File: src/rtl/ram_arb_pkg.sv
// Shared types and constants for the two-client RAM arbiter.
package ram_arb_pkg;

  typedef enum logic [1:0] {
    IDLE  = 2'd0,
    ISSUE = 2'd1,
    RDATA = 2'd2
  } state_t;

  localparam logic MODE_WRITE = 1'b0;
  localparam logic MODE_READ  = 1'b1;

  localparam int DEF_DW = 8;
  localparam int DEF_AW = 3;

endpackage

File: src/rtl/rr_pick2.sv
// Two-way round-robin picker: a lone requester wins, a tie goes to the
// client that was not granted last.
module rr_pick2 (
  input  logic [1:0] req,
  input  logic       last,
  output logic       win,
  output logic       any
);

  assign any = |req;
  assign win = (req == 2'b11) ? ~last : req[1];

endmodule

File: src/rtl/ram_arbiter.sv
// Serialises two clients onto one single-port RAM, one access at a time,
// and routes read data back to the client that issued the read.
module ram_arbiter
  import ram_arb_pkg::*;
#(
  parameter int DW = DEF_DW,
  parameter int AW = DEF_AW
) (
  input  logic            clock,
  input  logic            rst,
  input  logic [1:0]      req,
  input  logic [1:0]      mode,
  input  logic [2*AW-1:0] addr,
  input  logic [2*DW-1:0] wdata,
  output logic [1:0]      gnt,
  output logic [1:0]      rvalid,
  output logic [DW-1:0]   rdata,
  output logic [DW-1:0]   ram_din,
  output logic [AW-1:0]   ram_addr,
  output logic            ram_mode,
  input  logic [DW-1:0]   ram_dout
);

  state_t          state, state_nx;
  logic            last;
  logic            cli;
  logic            win, any;
  logic            cmd_mode;
  logic [AW-1:0]   cmd_addr;
  logic [DW-1:0]   cmd_din;

  rr_pick2 u_pick (
    .req  (req),
    .last (last),
    .win  (win),
    .any  (any)
  );

  // State register.
  always_ff @(posedge clock or negedge rst) begin
    if (!rst) state <= IDLE;
    else      state <= state_nx;
  end

  // Next-state: one access per IDLE->ISSUE, reads take an extra RDATA cycle.
  always_comb begin
    state_nx = state;
    case (state)
      IDLE:    if (any) state_nx = ISSUE;
      ISSUE:   state_nx = (cmd_mode == MODE_READ) ? RDATA : IDLE;
      RDATA:   state_nx = IDLE;
      default: state_nx = IDLE;
    endcase
  end

  // Capture the winner's command; the pointer moves only when a grant is made.
  always_ff @(posedge clock or negedge rst) begin
    if (!rst) begin
      last     <= 1'b1;
      cli      <= 1'b0;
      cmd_mode <= MODE_READ;
      cmd_addr <= '0;
      cmd_din  <= '0;
    end else if (state == IDLE && any) begin
      last     <= win;
      cli      <= win;
      cmd_mode <= mode[win];
      cmd_addr <= win ? addr[2*AW-1:AW]  : addr[AW-1:0];
      cmd_din  <= win ? wdata[2*DW-1:DW] : wdata[DW-1:0];
    end
  end

  // Read return: register RAM output and flag the owning client.
  always_ff @(posedge clock or negedge rst) begin
    if (!rst) begin
      rvalid <= '0;
      rdata  <= '0;
    end else begin
      rvalid <= '0;
      if (state == RDATA) begin
        rdata       <= ram_dout;
        rvalid[cli] <= 1'b1;
      end
    end
  end

  // RAM port is driven only in ISSUE; otherwise park as a harmless read of 0.
  always_comb begin
    gnt      = '0;
    ram_mode = MODE_READ;
    ram_addr = '0;
    ram_din  = '0;
    if (state == ISSUE) begin
      gnt[cli] = 1'b1;
      ram_mode = cmd_mode;
      ram_addr = cmd_addr;
      ram_din  = cmd_din;
    end
  end

endmodule

File: config.mk
export PLATFORM = sky130hd
export DESIGN_NAME = ram_arbiter
export DESIGN_NICKNAME = d
export VERILOG_FILES = /design/src/rtl/ram_arb_pkg.sv /design/src/rtl/rr_pick2.sv /design/src/rtl/ram_arbiter.sv
export SDC_FILE = /design/constraint.sdc
export NUM_CORES = 1
export LEC_CHECK = 0
export BUFFER_PORTS_ARGS = -buffer_cell sky130_fd_sc_hd__buf_4
export CAP_MARGIN = 25
export CORE_MARGIN = 5
export CORE_UTILIZATION = 49
export DETAILED_ROUTE_END_ITERATION = 12
export PLACE_DENSITY = 0.84
export SYNTH_ARGS = -nofsm -noshare
export SYNTH_HDL_FRONTEND = slang
export SYNTH_SLANG_ARGS = --single-unit
File: constraint.sdc
create_clock -name clock -period 4.1 [get_ports clock]
set_clock_uncertainty 0.05 [all_clocks]
set_input_delay 0 -clock clock [delete_from_list [all_inputs] [get_ports clock]]
set_output_delay 0 -clock clock [all_outputs]
set_load 0.02 [all_outputs]
## Word level (Yosys, flattened, before mapping)

Cells that the tools add are included.

- Magnitude comparators: 3
- Equality and inequality tests: 4
- Mux-type cells: 15
- Bitwise logic cells: 1
- Reductions and logical operators: 4

Operator list:

| cell | count |
|---|---|
| $mux 8 | 2 |
| $mux 2 | 4 |
| $mux 3 | 2 |
| $mux 1 | 5 |
| $eq 2x2->1 const B | 2 |
| $lt 1x2->1 const B | 2 |
| $pmux 2 s2 | 1 |
| $eq 2x1->1 const B | 1 |
| $logic_and 1x1->1 | 2 |
| $logic_not 2->1 | 1 |
| $ne 2x2->1 const B | 1 |
| $reduce_or 2->1 | 1 |
| $demux 1 s1 | 1 |
| $ge 1x1->1 const B | 1 |
| $not 1->1 | 1 |

- Register bits: 26
- Bits of input ports: 36
- Output and inout port bits: 24
- Logic and storage cells: 35

## Longest topological paths before layout

- Depth in word-level cells: 5
- Depth in mapped cells: 4
- Gate-level depth less buffers: 3

## Hierarchy

Synthesis repeated with hierarchy kept, for this count alone.

- Cell total of the unflattened synthesis: 87
- Area, all modules: 1292.5 µm²

Modules (own cells, without submodules):

| module | instances | cells an instance | area an instance (µm²) | seq. area each (µm²) |
|---|---|---|---|---|
| ram_arbiter | 1 | 85 | 1278.7 | 653.1 |
| rr_pick2 | 1 | 2 | 13.8 | 0.0 |

## Worst setup path before layout

OpenSTA, ideal clock, no wires.

- Kind: flip-flop to flip-flop
- Start: register last
- End: register cmd_addr[0]
- Library setup time: 0.125 ns
- Arrival time: 1.335 ns
- Required time: 3.925 ns
- Path slack: 2.590 ns
- Stages on the path, launching flop included: 5
- Path buffers: 1
- Period minus slack after synthesis: 1.510 ns
- Path through: dfstp_2 > a21bo_4 > buf_12 > mux2_4 > mux2_4

- Word-level cells in the longest chain between the ends: 3

Ends and longest elaborated chain:

| what | RTL line | RTL |
|---|---|---|
| start: declaration | ram_arbiter.sv:25 | `logic last;` |
| start signal: assignment | ram_arbiter.sv:65 | `last <= win;` |
| $not 1->1 | rr_pick2.sv:11 | `assign win = (req == 2'b11) ? ~last : req[1];` |
| $mux 1 | rr_pick2.sv:11 |  |
| $mux 3 | ram_arbiter.sv:68 | `cmd_addr <= win ? addr[2*AW-1:AW] : addr[AW-1:0];` |
| end signal: assignment | ram_arbiter.sv:68 |  |
| end: declaration | ram_arbiter.sv:29 | `logic [AW-1:0] cmd_addr;` |

No other way between the ends.
A chain may end at the register's enable or synchronous reset.

## Worst setup path after layout

- Start: register last
- End: register cmd_din[5]

- Word-level cells in the longest chain between the ends: 3

Ends and longest elaborated chain:

| what | RTL line | RTL |
|---|---|---|
| $not 1->1 | rr_pick2.sv:11 |  |
| $mux 1 | rr_pick2.sv:11 |  |
| $mux 8 | ram_arbiter.sv:69 | `cmd_din <= win ? wdata[2*DW-1:DW] : wdata[DW-1:0];` |
| end signal: assignment | ram_arbiter.sv:69 |  |
| end: declaration | ram_arbiter.sv:30 | `logic [DW-1:0] cmd_din;` |

No other way between the ends.

==> results.md <==
Power:
- Summed over all nets, the switching power comes to 492 uW.
- The switching share of power is 36.3%.
- The internal power is 862 uW.
- The share of total power dissipated in the clock network is around a tenth.
- The power density over the cells is 645 nW/um^2.
- The share of total power in sequential cells is 33.9%.
- The maximum ir drop on the vdd rail is 0.460 mV.
- Per report_power, the combinational group accounts for 56.6% of the total.
- For this design the static power due to leakage is 0.00104 uW.

Run:
- The number of max-cap violations is 0.

Floorplan:
- In this run the vertical extent of the chip is 61.2 microns.
- The count of boundary I/O pins is 60.
- In this run the standard cell core region covers 2500 sq um.
- The effective utilization at floorplan is 51.4%.
- The floorplan die width is ~60 microns.
- The die outline area is about 3700 sq um.
- The floorplan has 18 rows.

Final layout:
- The count of nets after finishing is about 220.
- The count of antenna diodes in the layout is 0.
- Fill cells in the final layout number about 130.
- The final core area utilization is 84.0%.
- The fraction of layout instances using a drive strength above 1 is 55.2%.
- The library cell used most frequently in the layout, excluding fill and tap cells, is sky130_fd_sc_hd__buf_4.
- The top cell types in the final layout, fill and taps aside, are 60 x sky130_fd_sc_hd__buf_4, 33 x sky130_fd_sc_hd__dlygate4sd3_1, 24 x sky130_fd_sc_hd__dfrtp_1.
- Relative to the synthesized area, the layout overhead comes to 63.4%.

Yosys:
- The biggest area contributor in the post-synthesis netlist is sky130_fd_sc_hd__dfrtp_1.
- The share of synthesized cell area in full adder, half adder and majority cells is 0%.
- The cell count after synthesis came out at 88.
- The portion of synthesized area spent on multiplexers is 34.3%.
- The synthesized-area fraction occupied by and/or/nand/nor cells is 9.93%.
- The synthesized netlist occupies a cell area of 1280 sq um.
- Yosys attributes the largest share of cell area to sky130_fd_sc_hd__dfrtp_1 47%, sky130_fd_sc_hd__mux2_4 19%, sky130_fd_sc_hd__mux2_2 14%, sky130_fd_sc_hd__and2_1 6.8%, sky130_fd_sc_hd__dfstp_2 4.1%.
- The combinational family with the most area after synthesis is multiplexers.
- The sequential element share of the synthesized area is 50.8%.
- Summing the areas of all compound-gate instances in the mapped netlist gives 1.27% of the synthesized area.
- Each instance of the synthesized netlist takes up on average 14.6 sq um.
- The flop and latch count out of synthesis is 26.
- The synthesized netlist net count is 124.
- The post-synthesis share of cell area spent on xor and xnor gates is 0%.
- The unique cell type count in the Yosys netlist is 16.
- After synthesis, the largest area contributor takes up 46.7% of total cell area.
- The Yosys step of the flow raised 0 warnings.

Clocking:
- TritonCTS built the clock tree.
- The clock passes through at most 2 buffers.
- The clock input transition at the sequential cells of the worst setup and hold paths is between 100 and 150 ps.
- The number of buffers created by CTS is 3.
- The number of setup buffers added after CTS is 0.
- The count of hold-fix buffers inserted at cts is 33.
- Clock tree synthesis found a total of 26 sinks.
- The cell at the root of the clock tree is sky130_fd_sc_hd__clkbuf_4.
- Post-CTS repair changed the size of 0 cells.
- In this run the number of H-tree levels came out at 1.
- The later pin in the worst-skew pair is clocked with a latency of 320 ps.

STA:
- Setup repair after global routing left no endpoint under its margin.
- The maximum clock rate is 452 MHz.
- The actual transition at the worst max-transition pin is 816 ps.
- The final-report max-slew violation count is 0.
- The number of setup violations in the final report is 0.
- The number of hold violations in the final report is 0.
- The final worst-path cycle share is 53.9%.
- The max-slew headroom at the worst pin is between 40% and 50%.
- The minimum clock period is 2210 ps.
- The total negative slack is 0 ps.

Setup path:
- The number of buffers and inverters on the critical path is 1.
- Of all nets on the critical path, the largest fanout is 14.
- The setup slack of the worst register-to-register path is 1890 ps.
- On the critical path, the stage with the largest delay is an instance of sky130_fd_sc_hd__dfstp_2.
- Counting stages on the worst path, the most repeated cell is sky130_fd_sc_hd__mux2_2.
- The worst setup path is launched from a flop.
- The required time reported for the critical path endpoint is roughly 4300 ps.
- Traced cell by cell, the critical path runs through a21bo_4 > mux2_2 > dlygate4sd3_1 > mux2_2.
- The worst setup path is of the reg2reg kind.
- The largest stage delay on the critical path is 570 ps.
- The endpoint class of the critical path is a flop.
- The kind of cell with the highest combined delay along the critical path is multiplexers.
- For the worst setup path, the data arrival time is 2380 ps.

Detailed routing:
- The wire length on met1 is 1220 microns.
- The wire length per cell after detailed routing is 15.3 microns.
- The number of antenna-violating nets in the routed design is 0.
- The aggregate routed wire length is 3230 microns.
- The final route contains 1029 vias.
- In the detailed route, the total length drawn on met3 is between 200 and 300 microns.
- After detailed routing, the number of vias per cell comes to between 4 and 5.
- The met2 wire length is 1670 microns.
- The detailed-route DRC error count is 0.
- The top routing layer in use is met4.
- The number of optimization iterations in the first detailed-route pass is 2.
- The number of design-rule violations left by the first detailed-router iteration is 11.

Outcome:
- The run finished with clean final reports.

Placed design:
- The weighted congestion reported at the end of routability-driven placement is between 0.6 and 0.7.
- The final HPWL from detailed placement is around 2100 microns.
- Input and output buffers added on the ports amount to 59.

Global route:
- Across every metal layer, demand over resource in global routing totals 19.4%.
- The initial antenna violation count came to 0.
- The first global-routing pass estimated 5130 microns of wire.
- The via count of the first global-routing pass came to about 1100.
- The pin count of the biggest net entering global routing is 27.
- The final global-route overflow total is 0.

Worst hold path:
- The type of the worst min-delay path is in2async.
[path summary, 6_finish.rpt]
kind                            depth (start not counted)          end   start
worst max-delay path                                    4   cmd_din[5]    last
worst min-delay path                                    2  cmd_addr[2]     rst
worst max register to register                          4   cmd_din[5]    last
worst min register to register                          1    rvalid[0]     cli
max in group asynchronous                               2         last     rst
min in group clock                                      3         last  req[0]
[Yosys cell counts]
master / instances
sky130_fd_sc_hd__nor2_1: 3
sky130_fd_sc_hd__mux2i_1: 2
sky130_fd_sc_hd__inv_1: 2
sky130_fd_sc_hd__nor3_2: 1
sky130_fd_sc_hd__buf_2: 1
sky130_fd_sc_hd__nand2b_1: 2
sky130_fd_sc_hd__and2_1: 14
sky130_fd_sc_hd__dfstp_2: 2
sky130_fd_sc_hd__a21bo_4: 1
sky130_fd_sc_hd__mux2_2: 16
sky130_fd_sc_hd__nor2b_1: 1
sky130_fd_sc_hd__clkbuf_1: 1
sky130_fd_sc_hd__buf_6: 1
sky130_fd_sc_hd__dfrtp_1: 24
sky130_fd_sc_hd__mux2_4: 16
sky130_fd_sc_hd__buf_12: 1
[final cells by class]
class | count | area (sq um) | share of cell area [%]
Timing Repair Buffer | 93 | 781 | 37.2
Sequential cell | 26 | 653 | 31.1
Multi-Input combinational cell | 56 | 584 | 27.8
Tap cell | 30 | 37.5 | 1.79
Clock buffer | 4 | 36.3 | 1.73
Inverter | 2 | 7.51 | 0.358
[cell families (layout without fill, tap and decap cells)]
kind of cell / after synthesis / after routing
and+or+nand+nor: 21 / 21
AOI/OAI and AO/OA: 1 / 1
muxes: 34 / 34
buffers and inverters: 6 / 99
DFF: 26 / 26
[metrics by stage]
stage | power (uW) | hold WS (ps) | setup WS (ps) | instance area [sq um] | std cells
floorplan | 937 | -346 | 2590 | 1280 | 88
global placement | 1160 | -135 | 2530 | 1730 | 174
detailed placement | 1190 | -127 | 2480 | 1730 | 174
CTS | 1360 | 45.9 | 1910 | 2100 | 211
global route | 1440 | 92.7 | 1860 | 2100 | 211
finish | 1350 | 62.9 | 1890 | 2100 | 211
[registers in the layout, indices dropped and copies added, names as in the netlist]
name	cells
cmd_din	8
rvalid	2
cmd_addr	3
rdata	8
cli	1
state	2
cmd_mode	1
last	1
[power groups by stage]
stage	sequential (uW)	clock, uW	combinational, uW
floorplan	502	0	435
global route	478	142	820
finish	459	129	766
CTS	459	133	766
global placement	453	0	710
detailed placement	463	0	728
[metal layers]
| layer | up-vias | global-route usage (%) |
|---|---|---|
| met4 | 0 | 6.50 |
| met5 | - | 0 |
| met3 | 4 | 4.82 |
| li1 | 483 | - |
| met1 | 497 | 21.7 |
| met2 | 45 | 35.5 |
Note: power is estimated with default switching activity, not from simulation.
